$ cat src/rtl/pipe_ctrl_pkg.sv
// Shared types for the pipeline sequencer: FSM states, hazard request priority
// and the per-stage enable/flush bundle.
package pipe_ctrl_pkg;

    typedef enum logic [1:0] {
        StIdle    = 2'd0,
        StRun     = 2'd1,
        StMemWait = 2'd2,
        StHalted  = 2'd3
    } state_e;

    // Enumerator order encodes priority: lower value wins.
    typedef enum logic [2:0] {
        ReqHalt   = 3'd1,
        ReqMem    = 3'd2,
        ReqBranch = 3'd3,
        ReqStall  = 3'd4,
        ReqNone   = 3'd7
    } req_e;

    typedef struct packed {
        logic pc_en;
        logic if_id_en;
        logic if_id_flush;
        logic id_ex_en;
        logic id_ex_flush;
        logic ex_mem_en;
        logic mem_wb_en;
        logic mem_wb_bubble;
    } ctrl_t;

    localparam ctrl_t CtrlOff = '0;

    localparam ctrl_t CtrlRun = '{
        pc_en: 1'b1, if_id_en: 1'b1, if_id_flush: 1'b0, id_ex_en: 1'b1,
        id_ex_flush: 1'b0, ex_mem_en: 1'b1, mem_wb_en: 1'b1, mem_wb_bubble: 1'b0
    };

    // Everything upstream of WB holds; WB absorbs a bubble.
    localparam ctrl_t CtrlFreeze = '{
        pc_en: 1'b0, if_id_en: 1'b0, if_id_flush: 1'b0, id_ex_en: 1'b0,
        id_ex_flush: 1'b0, ex_mem_en: 1'b0, mem_wb_en: 1'b1, mem_wb_bubble: 1'b1
    };

    localparam ctrl_t CtrlFlush = '{
        pc_en: 1'b1, if_id_en: 1'b1, if_id_flush: 1'b1, id_ex_en: 1'b1,
        id_ex_flush: 1'b1, ex_mem_en: 1'b1, mem_wb_en: 1'b1, mem_wb_bubble: 1'b0
    };

    // Hold PC and IF/ID, inject a NOP into EX.
    localparam ctrl_t CtrlStall = '{
        pc_en: 1'b0, if_id_en: 1'b0, if_id_flush: 1'b0, id_ex_en: 1'b1,
        id_ex_flush: 1'b1, ex_mem_en: 1'b1, mem_wb_en: 1'b1, mem_wb_bubble: 1'b0
    };

    function automatic req_e decode_req(input logic halt, input logic mem_block,
                                        input logic br, input logic stall);
        if (halt)      return ReqHalt;
        if (mem_block) return ReqMem;
        if (br)        return ReqBranch;
        if (stall)     return ReqStall;
        return ReqNone;
    endfunction

endpackage

$ cat src/rtl/pipe_ctrl_if.sv
// Hazard request / stage control bundle between the pipeline datapath and its
// sequencer.
interface pipe_ctrl_if #(
    parameter int unsigned CNT_W = 16
);
    logic             start;
    logic             hdu_stall;
    logic             br_taken;
    logic             dmem_req;
    logic             dmem_ack;
    logic             halt_i;
    logic             pc_en;
    logic             if_id_en;
    logic             if_id_flush;
    logic             id_ex_en;
    logic             id_ex_flush;
    logic             ex_mem_en;
    logic             mem_wb_en;
    logic             mem_wb_bubble;
    logic             halted;
    logic             err_timeout;
    logic [CNT_W-1:0] stall_cnt;
    logic [CNT_W-1:0] flush_cnt;

    modport master (
        output start, hdu_stall, br_taken, dmem_req, dmem_ack, halt_i,
        input  pc_en, if_id_en, if_id_flush, id_ex_en, id_ex_flush, ex_mem_en,
               mem_wb_en, mem_wb_bubble, halted, err_timeout, stall_cnt, flush_cnt
    );

    modport slave (
        input  start, hdu_stall, br_taken, dmem_req, dmem_ack, halt_i,
        output pc_en, if_id_en, if_id_flush, id_ex_en, id_ex_flush, ex_mem_en,
               mem_wb_en, mem_wb_bubble, halted, err_timeout, stall_cnt, flush_cnt
    );
endinterface

$ cat src/rtl/sat_counter.sv
// Up-counter that sticks at all-ones; synchronous clear takes priority over increment.
module sat_counter #(
    parameter int unsigned W = 8
) (
    input  logic         clk,
    input  logic         rst_n,
    input  logic         inc_i,
    input  logic         clr_i,
    output logic [W-1:0] q_o
);

    logic [W-1:0] cnt_q, cnt_d;

    always_comb begin
        cnt_d = cnt_q;
        if (clr_i) begin
            cnt_d = '0;
        end else if (inc_i && (cnt_q != '1)) begin
            cnt_d = cnt_q + W'(1);
        end
    end

    always_ff @(posedge clk or negedge rst_n) begin
        if (!rst_n) begin
            cnt_q <= '0;
        end else begin
            cnt_q <= cnt_d;
        end
    end

    assign q_o = cnt_q;

endmodule

$ cat src/rtl/pipe_ctrl.sv
// Pipeline sequencer: arbitrates hazard requests into per-stage enables/flushes,
// tracks run/halt state and guards data-memory waits with a timeout.
module pipe_ctrl
    import pipe_ctrl_pkg::*;
#(
    parameter int unsigned TIMEOUT = 64,
    parameter int unsigned CNT_W   = 16
) (
    input logic        clk,
    input logic        rst_n,
    pipe_ctrl_if.slave bus
);

    localparam int unsigned    WaitW    = $clog2(TIMEOUT);
    localparam logic [WaitW-1:0] WaitLast = WaitW'(TIMEOUT - 1);

    state_e           state_q, state_d;
    logic             err_q, err_d;
    ctrl_t            ctrl;
    req_e             req;
    logic             mem_block;
    logic             stall_inc, flush_inc, wait_inc, wait_clr;
    logic [WaitW-1:0] wait_cnt;
    logic [CNT_W-1:0] stall_cnt, flush_cnt;

    assign mem_block = bus.dmem_req & ~bus.dmem_ack;
    assign req       = decode_req(bus.halt_i, mem_block, bus.br_taken, bus.hdu_stall);

    always_comb begin
        ctrl      = CtrlOff;
        state_d   = state_q;
        err_d     = err_q;
        stall_inc = 1'b0;
        flush_inc = 1'b0;
        wait_inc  = 1'b0;
        wait_clr  = 1'b0;
        unique case (state_q)
            StIdle: begin
                if (bus.start) state_d = StRun;
            end
            StRun: begin
                ctrl     = CtrlRun;
                wait_clr = 1'b1;
                case (req)
                    ReqHalt: begin
                        ctrl    = CtrlOff;
                        state_d = StHalted;
                    end
                    ReqMem: begin
                        ctrl    = CtrlFreeze;
                        state_d = StMemWait;
                    end
                    ReqBranch: begin
                        ctrl      = CtrlFlush;
                        flush_inc = 1'b1;
                    end
                    ReqStall: begin
                        ctrl      = CtrlStall;
                        stall_inc = 1'b1;
                    end
                    default: ;
                endcase
            end
            StMemWait: begin
                // Branch/stall/halt requests are not sampled here; upstream re-presents them.
                stall_inc = 1'b1;
                if (bus.dmem_ack) begin
                    ctrl     = CtrlRun;
                    wait_clr = 1'b1;
                    state_d  = StRun;
                end else begin
                    ctrl     = CtrlFreeze;
                    wait_inc = 1'b1;
                    if (wait_cnt == WaitLast) begin
                        err_d   = 1'b1;
                        state_d = StHalted;
                    end
                end
            end
            StHalted: ;
            default: state_d = StIdle;
        endcase
    end

    always_ff @(posedge clk or negedge rst_n) begin
        if (!rst_n) begin
            state_q <= StIdle;
            err_q   <= 1'b0;
        end else begin
            state_q <= state_d;
            err_q   <= err_d;
        end
    end

    sat_counter #(.W(CNT_W)) u_stall_cnt (
        .clk   (clk),
        .rst_n (rst_n),
        .inc_i (stall_inc),
        .clr_i (1'b0),
        .q_o   (stall_cnt)
    );

    sat_counter #(.W(CNT_W)) u_flush_cnt (
        .clk   (clk),
        .rst_n (rst_n),
        .inc_i (flush_inc),
        .clr_i (1'b0),
        .q_o   (flush_cnt)
    );

    sat_counter #(.W(WaitW)) u_wait_cnt (
        .clk   (clk),
        .rst_n (rst_n),
        .inc_i (wait_inc),
        .clr_i (wait_clr),
        .q_o   (wait_cnt)
    );

    assign bus.pc_en         = ctrl.pc_en;
    assign bus.if_id_en      = ctrl.if_id_en;
    assign bus.if_id_flush   = ctrl.if_id_flush;
    assign bus.id_ex_en      = ctrl.id_ex_en;
    assign bus.id_ex_flush   = ctrl.id_ex_flush;
    assign bus.ex_mem_en     = ctrl.ex_mem_en;
    assign bus.mem_wb_en     = ctrl.mem_wb_en;
    assign bus.mem_wb_bubble = ctrl.mem_wb_bubble;
    assign bus.halted        = (state_q == StHalted);
    assign bus.err_timeout   = err_q;
    assign bus.stall_cnt     = stall_cnt;
    assign bus.flush_cnt     = flush_cnt;

endmodule

$ cat src/flat_wrapper.sv
// flat-port wrapper written by rule: the top's interface ports become plain ports
module pipe_ctrl_flat import pipe_ctrl_pkg::*;
#(
    parameter int unsigned TIMEOUT = 64,
    parameter int unsigned CNT_W   = 16
)
  (clk, rst_n, bus_start, bus_hdu_stall, bus_br_taken, bus_dmem_req, bus_dmem_ack, bus_halt_i, bus_pc_en, bus_if_id_en, bus_if_id_flush, bus_id_ex_en, bus_id_ex_flush, bus_ex_mem_en, bus_mem_wb_en, bus_mem_wb_bubble, bus_halted, bus_err_timeout, bus_stall_cnt, bus_flush_cnt);
  pipe_ctrl_if #(.CNT_W(CNT_W)) bus_i ();
  input logic clk;
  input logic rst_n;
  input wire logic [$bits(bus_i.start)-1:0] bus_start;
  input wire logic [$bits(bus_i.hdu_stall)-1:0] bus_hdu_stall;
  input wire logic [$bits(bus_i.br_taken)-1:0] bus_br_taken;
  input wire logic [$bits(bus_i.dmem_req)-1:0] bus_dmem_req;
  input wire logic [$bits(bus_i.dmem_ack)-1:0] bus_dmem_ack;
  input wire logic [$bits(bus_i.halt_i)-1:0] bus_halt_i;
  output wire logic [$bits(bus_i.pc_en)-1:0] bus_pc_en;
  output wire logic [$bits(bus_i.if_id_en)-1:0] bus_if_id_en;
  output wire logic [$bits(bus_i.if_id_flush)-1:0] bus_if_id_flush;
  output wire logic [$bits(bus_i.id_ex_en)-1:0] bus_id_ex_en;
  output wire logic [$bits(bus_i.id_ex_flush)-1:0] bus_id_ex_flush;
  output wire logic [$bits(bus_i.ex_mem_en)-1:0] bus_ex_mem_en;
  output wire logic [$bits(bus_i.mem_wb_en)-1:0] bus_mem_wb_en;
  output wire logic [$bits(bus_i.mem_wb_bubble)-1:0] bus_mem_wb_bubble;
  output wire logic [$bits(bus_i.halted)-1:0] bus_halted;
  output wire logic [$bits(bus_i.err_timeout)-1:0] bus_err_timeout;
  output wire logic [$bits(bus_i.stall_cnt)-1:0] bus_stall_cnt;
  output wire logic [$bits(bus_i.flush_cnt)-1:0] bus_flush_cnt;
  assign bus_i.start = bus_start;
  assign bus_i.hdu_stall = bus_hdu_stall;
  assign bus_i.br_taken = bus_br_taken;
  assign bus_i.dmem_req = bus_dmem_req;
  assign bus_i.dmem_ack = bus_dmem_ack;
  assign bus_i.halt_i = bus_halt_i;
  assign bus_pc_en = bus_i.pc_en;
  assign bus_if_id_en = bus_i.if_id_en;
  assign bus_if_id_flush = bus_i.if_id_flush;
  assign bus_id_ex_en = bus_i.id_ex_en;
  assign bus_id_ex_flush = bus_i.id_ex_flush;
  assign bus_ex_mem_en = bus_i.ex_mem_en;
  assign bus_mem_wb_en = bus_i.mem_wb_en;
  assign bus_mem_wb_bubble = bus_i.mem_wb_bubble;
  assign bus_halted = bus_i.halted;
  assign bus_err_timeout = bus_i.err_timeout;
  assign bus_stall_cnt = bus_i.stall_cnt;
  assign bus_flush_cnt = bus_i.flush_cnt;
  pipe_ctrl #(.TIMEOUT(TIMEOUT), .CNT_W(CNT_W)) u_core (.clk(clk), .rst_n(rst_n), .bus(bus_i));
endmodule
$ cat config.mk
export PLATFORM = sky130hd
export DESIGN_NAME = pipe_ctrl_flat
export DESIGN_NICKNAME = d
export VERILOG_FILES = /design/src/rtl/pipe_ctrl_pkg.sv /design/src/rtl/pipe_ctrl_if.sv /design/src/rtl/sat_counter.sv /design/src/rtl/pipe_ctrl.sv /design/src/flat_wrapper.sv
export SDC_FILE = /design/constraint.sdc
export NUM_CORES = 1
export LEC_CHECK = 0
export BUFFER_PORTS_ARGS = -buffer_cell sky130_fd_sc_hd__buf_2
export CAP_MARGIN = 30
export CORE_AREA = 2 2 68 76
export CTS_BUF_LIST = sky130_fd_sc_hd__clkbuf_2 sky130_fd_sc_hd__clkbuf_4 sky130_fd_sc_hd__clkbuf_8
export DETAILED_ROUTE_END_ITERATION = 6
export DIE_AREA = 0 0 70 78
export PLACE_DENSITY = 0.76
export SYNTH_ARGS = -nofsm -noshare
export SYNTH_HDL_FRONTEND = slang
export SYNTH_SLANG_ARGS = --single-unit
$ cat constraint.sdc
create_clock -name clk -period 1.74 [get_ports clk]
set_input_delay 0.174 -clock clk [delete_from_list [all_inputs] [get_ports clk]]
set_output_delay 0.174 -clock clk [all_outputs]
set_load 0.005 [all_outputs]
==> impl_metrics.yaml, run 1 <==
run_status:
  status: "finished with violations"
  failed_checks: "setup timing"
detailed_routing:
  dr.pass1.iters: 4
  ant_nets: 0
  top_layer: "met4"
  routed_wl_um: 6469
  vias_per_cell: 5.787
  dr_wl_met2_um: 3262
  wl_met1_um: 2821
  dr_wl_met3_um: 232
  via_count: 2118
  avgRoutedWirePerCell_um: 17.67
  drcViolationCount: 0
  drt_iter0_markers: 219
placement:
  numPortBuffers: 49
  place_ws_ns: -0.03784
  hpwl_um: 3931
  dp.cells: 351
  gp_congestion: 0.9175
setup_path:
  crit_fanout: 3
  startpoint_type: "flop"
  cp_data_arrival_time_ns: 2.07
  required_ns: 1.93
  cp-end-kind: "flop"
  worstSetupPathType: "reg -> reg"
  cp_slowest_stage_delay_ns: 0.53
  cp_slowest_cell: "or4_4"
  cp_cell_sequence: "ha_4 -> and2b_4 -> and2_4 -> or4_4 -> mux2_4"
global_route:
  antenna_found_initial: 0
  grt_overflow: 0
  track_usage_pct: 22.11
  first_global_vias: 2013
  grt_max_degree: 42
  grt_pass1_wl_um: 9694
synthesis:
  synth_top_area_share_pct: 44.88
  yosysWarnings: 0
  ys_ff_latch: 41
  synth_edf_count: 0
  avgSynthCellArea_um2: 10.78
  synth_area_um2: 2286
  syn-num-nets: 227
  synth-main-ff-cell: "dfrtp_1"
  synthCells: 212
  synth_top_cell_by_area: "dfrtp_1"
  async_reset_ff_share_pct: 100.0
  synthTopCellsByArea: "dfrtp_1, xnor2_1, xor2_1, ha_1, and4_1"
  synth.distinct_cells: 48
  yosysSeqAreaShare_pct: 44.88
run:
  cap_violations: 0
cells_and_area:
  drive_above_1_share_pct: 49.35
  area_delta_synth_final_pct: 46.52
  nNetsFinal: 324
  final_cells: 366
  n_antenna_cell: 0
floorplan:
  dieWidth_um: 70
  rows: 26
  die_h_um: 78
  core_area_um2: 4619
  die_area_um2: 5460
  ioPinCount: 50
  start_util_pct: 49.49
power:
  ir_drop_uv: 669.3
  p_leak_uw: 0.001646
  finalPower_uw: 3585
  pwr_density_cell_nw_per_um2: 1070
clock_network:
  cts_tree: "yes"
  path_clk_slew_ns: 0.08
  cts_root_buffer: "clkbuf_8"
  cts_sinks: 41
  cts-buffers-inserted: 5
  cts.path.max_buffers: 2
  htree_levels: 2
  clk_latency_ns: 0.30
sta:
  fin_crit_ns: 1.879
  worstMarginPinSlew_ns: 0.5332
  fin_crit_sh_pct: 108.0
  rsz0062_at_grt: "true"
  slew_headroom_pct: 64.45
  clock.fmax_ghz: 0.5322
  layout_setup_ws_ns: -0.1388
  maxSlewViolCount: 0
  hold_violations: 0
  skew_ns: 0.003473
  setup_viol: 25
worst_hold_path:
  hp-class: "in -> reg"
## final cells by class
class	instances	area (um^2)
inverter	6	22.52
multi-input combinational	158	1459
sequential	41	1027
clock inverter	1	30.03
clock buffer	7	90.09
tap	56	70.07
timing repair buffer	97	650.6
fill	321	1270
## routing by layer
metal,global-route usage (%),vias to the layer above
li1,-,978
met4,5.769,0
met1,28.51,1067
met5,0,-
met2,38.38,59
met3,3.896,14
## where the power goes
part           leakage [uW]  internal (uW)  switching, uW
logic               0.00103            826            732
registers          0.000549           1070            136
clock network     0.0000619            483            335
## synthesized netlist by cell type (5+ instances only)
| cell | n |
|---|---|
| and2_1 | 5 |
| and3_1 | 8 |
| and4_1 | 6 |
| dfrtp_1 | 41 |
| ha_1 | 7 |
| inv_1 | 6 |
| nand2_1 | 9 |
| nand3_1 | 9 |
| nand4_1 | 6 |
| nor2_1 | 8 |
| nor3_1 | 5 |
| nor4_1 | 7 |
| o2111ai_1 | 6 |
| o211ai_1 | 6 |
| o21ai_0 | 5 |
| xnor2_1 | 17 |
| xor2_1 | 13 |
## critical path, delay by kind of cell (launching register included)
kind / cells / cell delay, ns
and+or+nand+nor: 3 / 0.83
adders and majority gates: 1 / 0.18
DFF: 1 / 0.45
muxes: 1 / 0.31
## registers in the layout (all words and copies together) (netlist names)
signal,count
u_core.state_q,2
u_core.u_wait_cnt.q_o,6
u_core.bus.err_timeout,1
u_core.u_stall_cnt.q_o,16
u_core.u_flush_cnt.q_o,16
## layout by cell type (no fill, tap or decap), types with 2 or more instances in the layout
| master | n |
|---|---|
| buf_2 | 47 |
| dfrtp_1 | 40 |
| buf_4 | 39 |
| xnor2_1 | 17 |
| xor2_1 | 13 |
| buf_6 | 10 |
| and3_1 | 8 |
| nor2_1 | 7 |
| nand2_1 | 7 |
| nand3_1 | 6 |
| and4_1 | 6 |
| nand4_1 | 6 |
| nor4_4 | 6 |
| o2111ai_1 | 6 |
| o211ai_1 | 6 |
| clkbuf_8 | 6 |
| a21oi_1 | 4 |
| inv_1 | 4 |
| and2_4 | 3 |
| nor2b_1 | 3 |
| nor3_2 | 3 |
| o21ai_0 | 3 |
| mux2_4 | 3 |
| and2_1 | 3 |
| ha_4 | 3 |
| ha_1 | 3 |
| inv_2 | 2 |
| nand2_4 | 2 |
| nor2_4 | 2 |
| nor3b_1 | 2 |
| o21ai_2 | 2 |
| mux2i_1 | 2 |
| nand3_2 | 2 |
| nor3_4 | 2 |
| nor3b_2 | 2 |
## path summary, 6_finish.rpt
check	startpoint	to	slack, ns	depth (start not counted)
setup / recovery	u_core.state_q[0]$_DFFE_PN0P_	u_core.state_q[0]$_DFFE_PN0P_	-0.14	5
hold / removal	bus_halt_i	u_core.state_q[0]$_DFFE_PN0P_	0.29	4
setup reg to reg	u_core.state_q[0]$_DFFE_PN0P_	u_core.state_q[0]$_DFFE_PN0P_	-0.14	5
hold reg to reg	u_core.bus.err_timeout$_DFFE_PN0P_	u_core.bus.err_timeout$_DFFE_PN0P_	0.48	1
max in group asynchronous	rst_n	u_core.state_q[0]$_DFFE_PN0P_	0.89	3
min in group asynchronous	rst_n	u_core.u_flush_cnt.q_o[0]$_DFFE_PN0P_	0.46	3
## cells by family after synthesis
logic type	count (synthesis)	share of synthesized area [%]
multiplexers	7	3.503
adder cells (fa/ha/maj)	7	3.831
XOR/XNOR	30	11.49
flip-flops	41	44.88
buffers and inverters	13	2.572
AO/OA/AOI/OAI	31	10.07
AND/OR/NAND/NOR	83	23.65
## per-stage QoR
stage | hold slack [ns] | TNS (ns) | area [um^2] | util (%)
2_1_floorplan | -0.1216 | -0.07273 | 2311 | -
3_3_place_gp | 0.2690 | 0 | 2888 | 62.51
3_5_place_dp | 0.2706 | -0.1129 | 2888 | 62.51
4_1_cts | 0.2853 | -0.7715 | 3162 | 68.45
5_1_grt | 0.3028 | -4.537 | 3349 | 72.51
6_report | 0.2909 | -1.348 | 3349 | 72.51
## repair_timing
item                       in CTS  in global routing
pin swaps                       7                  7
resized for setup              30                 25
hold buffers                    1                  0
setup endpoints to repair      18                 46
hold endpoints to repair       41                  0
buffers inserted                2                  4
(Power assumes the default switching activity.)
==> inputs of run 2 (changes only) <==
--- a/config.mk
+++ b/config.mk
@@ -7,11 +7,12 @@
 export LEC_CHECK = 0
 export BUFFER_PORTS_ARGS = -buffer_cell sky130_fd_sc_hd__buf_2
 export CAP_MARGIN = 30
-export CORE_AREA = 2 2 68 76
+export CORE_AREA = 2 2 67 76
 export CTS_BUF_LIST = sky130_fd_sc_hd__clkbuf_2 sky130_fd_sc_hd__clkbuf_4 sky130_fd_sc_hd__clkbuf_8
 export DETAILED_ROUTE_END_ITERATION = 6
-export DIE_AREA = 0 0 70 78
-export PLACE_DENSITY = 0.76
+export DIE_AREA = 0 0 69 78
+export PLACE_DENSITY = 0.77
+export RECOVER_POWER = 25
 export SYNTH_ARGS = -nofsm -noshare
 export SYNTH_HDL_FRONTEND = slang
 export SYNTH_SLANG_ARGS = --single-unit
==> run 2 against run 1 <==
The run still ends with setup timing left. Register-to-register slack better by 0.03 ns. Non-clock buffer count grew 6. Core utilization up 2.3 points. Worst hold slack better by 0.029 ns. Worst setup slack better by 0.031 ns. Fmax is 1.7% higher. Final cell count grew 1.4%. Global-route usage up 0.55 points. Routed wire length decreased by 3.7%. Clock power is 22% lower. Clock-buffer cell count unchanged. Sequential cell count is the same. Largest cell class unchanged. Highest routed layer unchanged.
==> impl_metrics.yaml, run 2 (synthesis results as in run 1) <==
run_status:
  failed_checks: "setup timing"
  status: "finished with violations"
power:
  switching_share_pct: 33.55
  finalPower_uw: 3525
  p_leak_uw: 0.001661
  p_comb_share_pct: 48.1
  intPower_uw: 2342
  pwr-share-seq_pct: 33.7
  p_switching_uw: 1183
  pwr-share-clk_pct: 18.2
  ir_drop_uv: 939.4
  pwr_density_cell_nw_per_um2: 1034
setup_path:
  cp_slowest_cell: "or4_4"
  startpoint_type: "flop"
  crit_fanout: 3
  worstSetupPathType: "reg -> reg"
  cp_data_arrival_time_ns: 2.02
  cp_cell_sequence: "inv_2 -> buf_4 -> ha_4 -> nor2b_1 -> or4_4 -> mux2_4"
  cp_slowest_stage_delay_ns: 0.54
  required_ns: 1.92
  cp-end-kind: "flop"
clock_network:
  clk_latency_ns: 0.29
  cts_root_buffer: "clkbuf_8"
  cts_sinks: 41
  cts-buffers-inserted: 5
  cts_tree: "yes"
  htree_levels: 2
  path_clk_slew_ns: 0.08
  cts.path.max_buffers: 2
placement:
  hpwl_um: 3989
  place_area_um2: 2910
  gp_congestion: 0.8989
  numPortBuffers: 49
cells_and_area:
  design_area_um2: 3407
  final_cell_mix: "buf_2, buf_4, dfrtp_1, xnor2_1, xor2_1"
  layout_commonest_cell: "buf_2"
  n_antenna_cell: 0
  nNetsFinal: 330
  drive_above_1_share_pct: 50.79
  area_delta_synth_final_pct: 49.04
global_route:
  first_global_vias: 2056
  grt_max_degree: 42
  grt_overflow: 0
  antenna_found_initial: 0
  track_usage_pct: 22.65
  grt_pass1_wl_um: 9680
sta:
  maxSlewViolCount: 0
  fin_crit_sh_pct: 106.2
  finalSetupTns_ns: -1.320
  layout_setup_ws_ns: -0.1081
  clock.fmax_ghz: 0.5411
  setup_viol: 23
  hold_violations: 0
  fin_crit_ns: 1.848
  worstMarginPinSlew_ns: 1.033
  skew_ns: 0.004761
  slew_headroom_pct: 31.14
  rsz0062_at_grt: "true"
floorplan:
  die_area_um2: 5382
  rows: 26
  ioPinCount: 50
  die_h_um: 78
  dieWidth_um: 69
  core_area_um2: 4554
  start_util_pct: 50.19
detailed_routing:
  routed_wl_um: 6227
  vias_per_cell: 5.631
  ant_nets: 0
  avgRoutedWirePerCell_um: 16.78
  drt_iter0_markers: 126
  via_count: 2089
  drcViolationCount: 0
  dr.pass1.iters: 4
worst_hold_path:
  hp-class: "in -> reg"
run:
  cap_violations: 0
==> run 2: cell count changes in the layout (fill, tap and decap cells not counted), sizes merged <==
cell    before  now
bufinv       1    0
clkbuf       7    8
buf         96  101
==> run 2: worst max-delay path: cells and delay by family, from the launching register on <==
family,cells,cell delay (ns)
muxes,1,0.32
adders and majority gates,1,0.15
DFF,1,0.39
and+or+nand+nor,2,0.67
buffers and inverters,2,0.21
==> run 2: timing repair <==
action	in CTS	in global routing
setup endpoints to repair	38	40
hold endpoints to repair	41	0
pin swaps	6	24
gates resized for setup	22	35
setup buffers	4	5
hold buffers	1	0
==> run 2: area by class of cell <==
cell class / instances / area, um^2
clock buffers: 7 / 90.09
fillers: 307 / 1147
inverters: 6 / 22.52
multi-input cells: 158 / 1503
flip-flops and latches: 41 / 1027
well taps: 56 / 70.07
repair buffers: 103 / 694.4
==> run 2: per-layer routing <==
layer | part of all wire [%] | global-route usage [%]
met2 | 52 | 38.85
met1 | 42 | 28.02
met5 | 0 | 0
met3 | 3.5 | 3.117
met4 | 2.6 | 10.98
==> run 2: power groups by stage <==
stage | Clock (uW) | Combinational, uW | Sequential, uW
floorplan | 0 | 674 | 1220
global placement | 0 | 1280 | 1180
detailed placement | 0 | 1310 | 1190
CTS | 659 | 1520 | 1180
global route | 692 | 1840 | 1210
finish | 641 | 1690 | 1190
==> run 2: path summary, 6_finish.rpt <==
path	start	end	slack, ns	cells after the start
worst max-delay path	u_core.state_q[1]$_DFFE_PN0P_	u_core.state_q[0]$_DFFE_PN0P_	-0.11	6
worst min-delay path	bus_halt_i	u_core.state_q[0]$_DFFE_PN0P_	0.32	4
worst max register to register	u_core.state_q[1]$_DFFE_PN0P_	u_core.state_q[0]$_DFFE_PN0P_	-0.11	6
worst min register to register	u_core.bus.err_timeout$_DFFE_PN0P_	u_core.bus.err_timeout$_DFFE_PN0P_	0.48	1
max in group asynchronous	rst_n	u_core.state_q[0]$_DFFE_PN0P_	0.37	3
min in group asynchronous	rst_n	u_core.u_flush_cnt.q_o[1]$_DFFE_PN0P_	0.67	3
==> run 2: metrics by stage <==
stage / worst slack (ns) / utilization [%] / hold WS, ns / instances
floorplan: -0.02787 / - / -0.1216 / 212
global placement: -0.02830 / 63.90 / 0.2655 / 354
detailed placement: -0.07678 / 63.90 / 0.2703 / 354
CTS: -0.06163 / 69.31 / 0.3023 / 366
global route: -0.1836 / 74.81 / 0.3149 / 371
finish: -0.1081 / 74.81 / 0.3202 / 371
